--- config.mk ---
export PLATFORM = sky130hd
export DESIGN_NAME = weight_bram_sequencer
export DESIGN_NICKNAME = d
export VERILOG_FILES = /design/src/rtl/weight_bram_sequencer.sv
export SDC_FILE = /design/constraint.sdc
export NUM_CORES = 1
export LEC_CHECK = 0
export CAP_MARGIN = 20
export CORE_MARGIN = 5
export CORE_UTILIZATION = 45
export DETAILED_ROUTE_END_ITERATION = 10
export MAX_ROUTING_LAYER = met4
export PLACE_DENSITY = 0.8
export SLEW_MARGIN = 20
export SYNTH_ARGS = -nofsm -noshare
export SYNTH_HDL_FRONTEND = slang
export SYNTH_SLANG_ARGS = --single-unit
--- constraint.sdc ---
create_clock -name clk -period 2.77 [get_ports clk]
set_clock_uncertainty 0.2 [all_clocks]
set_input_delay 0.554 -clock clk [delete_from_list [all_inputs] [get_ports clk]]
set_output_delay 0.554 -clock clk [all_outputs]
set_load 0.02 [all_outputs]
--- src/rtl/weight_bram_sequencer.sv ---
// Sequences load and read sweeps over one per-neuron weight BRAM through its single negedge-clocked port.
// Latency: a read issued in cycle t returns W_DATA/W_INDEX in cycle t+1; a load handshake in cycle t writes in cycle t+1.
// Backpressure: ld_ready stalls the host stream; hold stalls read issue without dropping in-flight words.
module weight_bram_sequencer #(
    parameter int DEPTH = 28,
    parameter int AW    = 5,
    parameter int DW    = 16
) (
    input  logic          clk,
    input  logic          rst_n,
    input  logic          ld_start,
    input  logic          ld_valid,
    input  logic [DW-1:0] ld_data,
    output logic          ld_ready,
    input  logic          rd_start,
    input  logic          hold,
    output logic          w_valid,
    output logic [DW-1:0] w_data,
    output logic [AW-1:0] w_index,
    output logic          w_last,
    output logic          ld_done,
    output logic          busy,
    output logic [AW-1:0] bram_addr,
    output logic [DW-1:0] bram_di,
    output logic          bram_en,
    output logic          bram_we,
    input  logic [DW-1:0] bram_do
);

    localparam logic [AW-1:0] LAST_ADDR = AW'(DEPTH - 1);

    typedef enum logic [1:0] {
        IDLE = 2'd0,
        LOAD = 2'd1,
        READ = 2'd2
    } state_t;

    state_t        state;
    logic [AW-1:0] cnt;
    logic          rd_pend;
    logic          ld_pend;
    // Set once address DEPTH-1 has been issued; the following cycle closes the read sweep.
    logic          rd_tail;
    logic          ld_hs;

    // Counter wraps only at the last valid address, so addresses >= DEPTH never reach the port.
    function automatic logic [AW-1:0] cnt_inc(input logic [AW-1:0] c);
        return (c == LAST_ADDR) ? '0 : c + 1'b1;
    endfunction

    assign ld_ready = (state == LOAD);
    assign busy     = (state != IDLE);
    assign ld_hs    = ld_valid & ld_ready;

    // Sweep FSM: owns the BRAM port, the sweep counter and the one-deep pending flags.
    always_ff @(posedge clk or negedge rst_n) begin
        if (!rst_n) begin
            state     <= IDLE;
            cnt       <= '0;
            rd_pend   <= 1'b0;
            ld_pend   <= 1'b0;
            rd_tail   <= 1'b0;
            ld_done   <= 1'b0;
            bram_en   <= 1'b0;
            bram_we   <= 1'b0;
            bram_addr <= '0;
            bram_di   <= '0;
        end else begin
            bram_en <= 1'b0;
            bram_we <= 1'b0;
            ld_done <= 1'b0;
            case (state)
                IDLE: begin
                    ld_pend <= 1'b0;
                    rd_tail <= 1'b0;
                    if (ld_start) begin
                        // Load wins a tie; the read is remembered and runs right after.
                        state   <= LOAD;
                        cnt     <= '0;
                        rd_pend <= rd_start;
                    end else if (rd_start) begin
                        state   <= READ;
                        rd_pend <= 1'b0;
                        if (!hold) begin
                            // First read goes straight out so address 0 is on the port next cycle.
                            bram_en   <= 1'b1;
                            bram_addr <= '0;
                            cnt       <= cnt_inc('0);
                            rd_tail   <= (LAST_ADDR == '0);
                        end else begin
                            cnt <= '0;
                        end
                    end
                end
                LOAD: begin
                    if (rd_start) begin
                        rd_pend <= 1'b1;
                    end
                    if (ld_hs) begin
                        bram_en   <= 1'b1;
                        bram_we   <= 1'b1;
                        bram_addr <= cnt;
                        bram_di   <= ld_data;
                        cnt       <= cnt_inc(cnt);
                        if (cnt == LAST_ADDR) begin
                            ld_done <= 1'b1;
                            if (rd_pend || rd_start) begin
                                state   <= READ;
                                rd_pend <= 1'b0;
                                rd_tail <= 1'b0;
                            end else begin
                                state <= IDLE;
                            end
                        end
                    end
                end
                READ: begin
                    if (ld_start) begin
                        ld_pend <= 1'b1;
                    end
                    if (rd_tail) begin
                        // Port is left idle this cycle; the last word is being captured.
                        rd_tail <= 1'b0;
                        ld_pend <= 1'b0;
                        state   <= (ld_pend || ld_start) ? LOAD : IDLE;
                    end else if (!hold) begin
                        bram_en   <= 1'b1;
                        bram_addr <= cnt;
                        cnt       <= cnt_inc(cnt);
                        if (cnt == LAST_ADDR) begin
                            rd_tail <= 1'b1;
                        end
                    end
                end
                default: begin
                    state <= IDLE;
                end
            endcase
        end
    end

    // Capture: every read on the port in cycle t is delivered exactly once in cycle t+1, regardless of hold.
    always_ff @(posedge clk or negedge rst_n) begin
        if (!rst_n) begin
            w_valid <= 1'b0;
            w_data  <= '0;
            w_index <= '0;
            w_last  <= 1'b0;
        end else begin
            w_valid <= bram_en & ~bram_we;
            w_last  <= bram_en & ~bram_we & (bram_addr == LAST_ADDR);
            if (bram_en && !bram_we) begin
                w_data  <= bram_do;
                w_index <= bram_addr;
            end
        end
    end

endmodule

# Word-level counts from Yosys, hierarchy flattened
# Index checks and enable logic that the tools add are counted.
# totals
wordCells,99
ff_bits,57
out_inout_bits,49
# classes
bitwise_logic,4
eq_ne,15
n_addsub,1
n_reduce_logical,16
mux,49
# op_table
cell,n
5-bit 2-to-1 mux,12
5-bit case mux with 3 select lines,2
1-bit 2-to-1 mux,24
2-bit 2-to-1 mux,6
"2-bit != test, second input constant",6
"5-bit == test, second input constant",2
4-bit AND reduction,2
7-bit AND reduction,1
"2-bit by 1-bit != test with 1-bit output, second input constant",3
"3-bit != test, second input constant",2
1-bit case mux with 3 select lines,2
2-bit case mux with 3 select lines,1
2-bit AND reduction,3
2-bit nonzero test,3
"5-bit by 1-bit adder with 5-bit output, second input constant",1
5-bit AND reduction,1
1-bit case mux with 2 select lines,2
1-bit AND,3
3-bit nonzero test,1
"2-bit by 1-bit == test with 1-bit output, second input constant",1
"2-bit == test, second input constant",1
2-bit zero test,1
1-bit logical OR,2
1-bit logical AND,1
other kinds (2),2

# Depth between registers and ports, before layout
# logic_depth
depth_word,5
depth_mapped,7
depth_no_buf,6

# Worst setup path after synthesis
# Ideal clock, no wire load.
# synth_timing
path_kind,reg-to-reg
start,register state[1]
end,register cnt[2]
path_stages_with_launch,8
required_ns,2.441
slack_ns,0.627
arrival_time_ns,1.814
path_buffers,1
synth_period_minus_slack_ns,2.143
cell_sequence,dfrtp_1 -> inv_1 -> ha_1 -> and2b_4 -> or4_4 -> buf_6 -> o21ai_1 -> o41ai_2
# synth_via
elab_chain_cells,4
# synth_rtl
element,line,rtl
start: declaration,38,state_t state;
start signal: assignment,125,state <= (ld_pend || ld_start) ? LOAD : IDLE;
2-bit by 1-bit == test with 1-bit output *,51,assign ld_ready = (state == LOAD);
net ld_ready,14,"output logic ld_ready,"
1-bit AND,53,assign ld_hs = ld_valid & ld_ready;
2-bit by 1-bit != test with 1-bit output (no source line),n/a,
5-bit AND reduction (no source line),n/a,
end signal: assignment,88,cnt <= cnt_inc('0);
end signal: assignment,104,cnt <= cnt_inc(cnt);
end signal: assignment,129,cnt <= cnt_inc(cnt);
end: declaration,39,logic [AW-1:0] cnt;
# Mark *: on every way through the listed nets, which the timed path passes. The rest lies on a longest branch.
# A chain may end at the register's enable or synchronous reset.

# Final worst setup path
# layout_timing
start,register state[1]
end,output port ld_ready
# layout_via
elab_chain_cells,1
# layout_rtl
element,line
2-bit by 1-bit == test with 1-bit output,51
end: declaration,14
# No other way between the ends.

==> results.sh <==
export IMPL_status="finished, final reports clean"
export IMPL_r2r_start="state[1]"
export IMPL_starting_density_of_the_core_pct=45.6
export IMPL_core_area_um2=5410
export IMPL_power_frac_seq_pct=32.2
export IMPL_worst_endpoint_required_ns=2.02
export IMPL_ctsLongestPathBuffers=2
export IMPL_net_switching_power_mw=1.48
export IMPL_power_density_nw_per_um2=1170
export IMPL_final_period_minus_worst_setup_slack_ns=2.61
export IMPL_cpPeakStageDelay_ns=0.67
export IMPL_r2r_worst_path_cells=6
export IMPL_postSynthAreaPerCell_um2=12.7
export IMPL_ant_nets=0
export IMPL_critical_path_top_delay_family="buffers and inverters"
export IMPL_postCtsHoldBufs=0
export IMPL_dp_hpwl_mm=3.87
export IMPL_grt_use_total_pct=16.6
export IMPL_global_route_wire_length_before_repair_mm=9.12
export IMPL_fp_row_count=27
export IMPL_routed_via_count=1817
export IMPL_diode_count=0
export IMPL_max_clock_freq_ghz=0.383
export IMPL_drt_wl_total_mm=5.41
export IMPL_cpMaxStageDelayCell="sky130_fd_sc_hd__clkdlybuf4s50_1"
export IMPL_h_tree_depth=3
export IMPL_ctsRootBufferMaster="sky130_fd_sc_hd__clkbuf_8"
export IMPL_grt_pass1_vias=1853
export IMPL_share_of_synthesized_area_occupied_by_flip_flops_and_latches_pct=57.8
export IMPL_clk_insertion_delay_late_ns=0.33
export IMPL_maximum_net_fanout_on_the_critical_path=8
export IMPL_yosysTopAreaCell="sky130_fd_sc_hd__dfrtp_1"
export IMPL_clk_pin_slew_ns=0.07
export IMPL_drtPass1Iterations=4
export IMPL_layout_setup_ws_ns=0.162
export IMPL_post_synth_edffs=0
export IMPL_async_flop_share_pct=100
export IMPL_hold_path_class="in2async"
export IMPL_antenna_found_initial=0
export IMPL_internal_power_of_the_cells_mw=2.75
export IMPL_synth_net_count=238
export IMPL_cts_tree="yes"
export IMPL_max_cap_viol_count=0
export IMPL_power_frac_comb_pct=47.7
export IMPL_finalNetCount=330
export IMPL_timing_critical_path_from_type="flip-flop"
export IMPL_num_fill_cells=446
export IMPL_tightest_slew_margin_relative_to_the_limit_pct=54.2
export IMPL_final_hold_viol_count=0
export IMPL_die_w_um=84.0
export IMPL_p_clk_share_pct=20.1
export IMPL_drt_first_iter_violations=53
export IMPL_worst_path_arrival_time_ns=1.85
export IMPL_drive_above_1_share_pct=22.3
export IMPL_number_of_unique_standard_cell_types_used_by_synthesis=34
export IMPL_dieArea_um2=7060
export IMPL_grt_setup_unrepaired="no"
export IMPL_timing_final_crit_share_pct=94.2
export IMPL_worstSetupEndpointType="output pin"
export IMPL_grt_overflow_total=0
export IMPL_power_leakage_nw=1.56
export IMPL_tightestPinTransition_ns=0.687
export IMPL_mappedNetlistArea_um2=2470
export IMPL_critical_path_buf_inv_count=2
export IMPL_report_final_setup_viol=0
export IMPL_globalplace_congestion=0.802
export IMPL_rrSetupSlack_ns=0.59
export IMPL_boundaryPins=87
export IMPL_netlist_top_cells_area="sky130_fd_sc_hd__dfrtp_1, sky130_fd_sc_hd__mux2_2, sky130_fd_sc_hd__ha_1, sky130_fd_sc_hd__o21ai_0, sky130_fd_sc_hd__nand2_1"
export IMPL_sw_frac_of_total_pct=35.1
export IMPL_irDropWorstVdd_mv=0.642
export IMPL_report_final_slew_viol_count=0
export IMPL_criticalPathCategory="reg2out"
export IMPL_area_growth_pct=46.7
export IMPL_setup_total_negative_slack_ns=0
export IMPL_cts_repair_resize_count=0
export IMPL_grt_max_degree=58
export IMPL_critical_path_cell_chain="inv_1, ha_1, clkdlybuf4s50_1"
export IMPL_dp_slack_ns=0.294
export IMPL_netlist_instances=194
export IMPL_buffer_ports_inserted=86
export IMPL_regToRegEndpoint="cnt[2]"
export IMPL_synth_seq_cells=57
export IMPL_drt_vias_per_instance=5.01
export IMPL_synth_top_area_share_pct=57.8
export IMPL_routedWlPerCell_um=14.9
export IMPL_total_power_mw=4.23
export IMPL_drc=0
export IMPL_chipHeight_um=84.0
export IMPL_cts_sinks=57
export IMPL_timing_hold_ws_ns=0.154
export IMPL_synth_warnings=0
export IMPL_cts_setup_buffers=0
export IMPL_cts_inserted_buffers=9
export IMPL_synthFlopType="sky130_fd_sc_hd__dfrtp_1"
-- sequential cells by signal (all words and copies together), names as in the netlist --
register and cells:
bram_di 16, w_data 16, bram_addr 5, cnt 5
w_index 5, state 2, bram_en 1, bram_we 1
ld_done 1, ld_pend 1, rd_pend 1, rd_tail 1
w_last 1, w_valid 1
-- power by group through the flow --
stage	Clock [mW]	Combinational [mW]	Sequential, mW
4_1_cts	0.869	2.05	1.37
5_1_grt	0.912	2.17	1.40
3_3_place_gp	0	2.00	1.36
6_report	0.850	2.02	1.36
2_1_floorplan	0	0.855	1.71
3_5_place_dp	0	2.04	1.38
-- worst register-to-register path: cells and delay by family, from the launching register on --
| kind | cells | cell delay (ns) |
|---|---|---|
| and+or+nand+nor | 2 | 0.77 |
| DFF | 1 | 0.39 |
| AOI/OAI and AO/OA | 2 | 0.31 |
| adders and majority gates | 1 | 0.29 |
| buffers and inverters | 1 | 0.09 |
-- how the worst max path moves through the flow --
stage          startpoint  endpoint  cells after the start
2_1_floorplan    state[1]    cnt[2]                      7
3_3_place_gp         hold    cnt[4]                      5
3_5_place_dp         hold    cnt[4]                      5
4_1_cts          state[1]  ld_ready                      3
5_1_grt          state[1]  ld_ready                      3
6_report         state[1]  ld_ready                      3
-- layout by cell type (no fill, tap or decap), types with 2 or more instances in the layout --
master | Yosys | final
sky130_fd_sc_hd__clkdlybuf4s50_1 | 0 | 85
sky130_fd_sc_hd__mux2i_1 | 5 | 5
sky130_fd_sc_hd__nor4_1 | 3 | 3
sky130_fd_sc_hd__o21ai_0 | 11 | 11
sky130_fd_sc_hd__nand2_1 | 14 | 14
sky130_fd_sc_hd__a21oi_1 | 6 | 6
sky130_fd_sc_hd__nor2_1 | 5 | 5
sky130_fd_sc_hd__clkinv_2 | 0 | 2
sky130_fd_sc_hd__inv_1 | 13 | 13
sky130_fd_sc_hd__buf_4 | 0 | 4
sky130_fd_sc_hd__nand3_1 | 3 | 3
sky130_fd_sc_hd__dfrtp_1 | 57 | 57
sky130_fd_sc_hd__clkbuf_8 | 0 | 10
sky130_fd_sc_hd__mux2_2 | 39 | 39
sky130_fd_sc_hd__nand2b_1 | 3 | 3
sky130_fd_sc_hd__bufinv_16 | 0 | 2
sky130_fd_sc_hd__ha_1 | 6 | 6
-- cell type report --
class / count / area [µm²] / share of cell area, %
multi-input cells: 115 / 946 / 26.2
clock inverters: 5 / 78.8 / 2.18
inverters: 13 / 48.8 / 1.35
well taps: 72 / 90.1 / 2.49
repair buffers: 90 / 886 / 24.5
clock buffers: 11 / 141 / 3.91
flip-flops and latches: 57 / 1430 / 39.4
-- cell usage after synthesis (all sizes together) (2+ instances only) --
cell type	count
inv	13
mux2i	5
nand2	14
dfrtp	57
nor2b	2
ha	6
buf	6
clkbuf	3
nand2b	3
mux2	39
nor4	3
nor2	5
a21oi	6
nand3	3
o21ai	12
-- cells by family (layout without fill, tap and decap cells) --
kind of cell	Yosys count	after routing	share of synthesized area, %
buf+inv	22	119	3.91
compound gates	26	26	6.85
fa+ha+maj	6	6	3.04
mux	44	44	19.8
flops	57	57	57.8
simple gates	39	39	8.52
-- stage by stage --
| step | instance area, µm² | util (%) | cells |
|---|---|---|---|
| after global placement | 3400 | 62.8 | 347 |
| final | 3620 | 66.9 | 363 |
| after floorplan | 2470 | - | 194 |
| after global routing | 3620 | 66.9 | 363 |
| after detailed placement | 3400 | 62.8 | 347 |
| after CTS | 3620 | 66.9 | 363 |
-- metal layers --
layer,routed length (µm),GRT usage [%]
met2,2550,25.0
met3,328,4.54
met5,0,-
met1,2380,21.0
met4,144,7.46
Power figures use the tool's default switching activity.
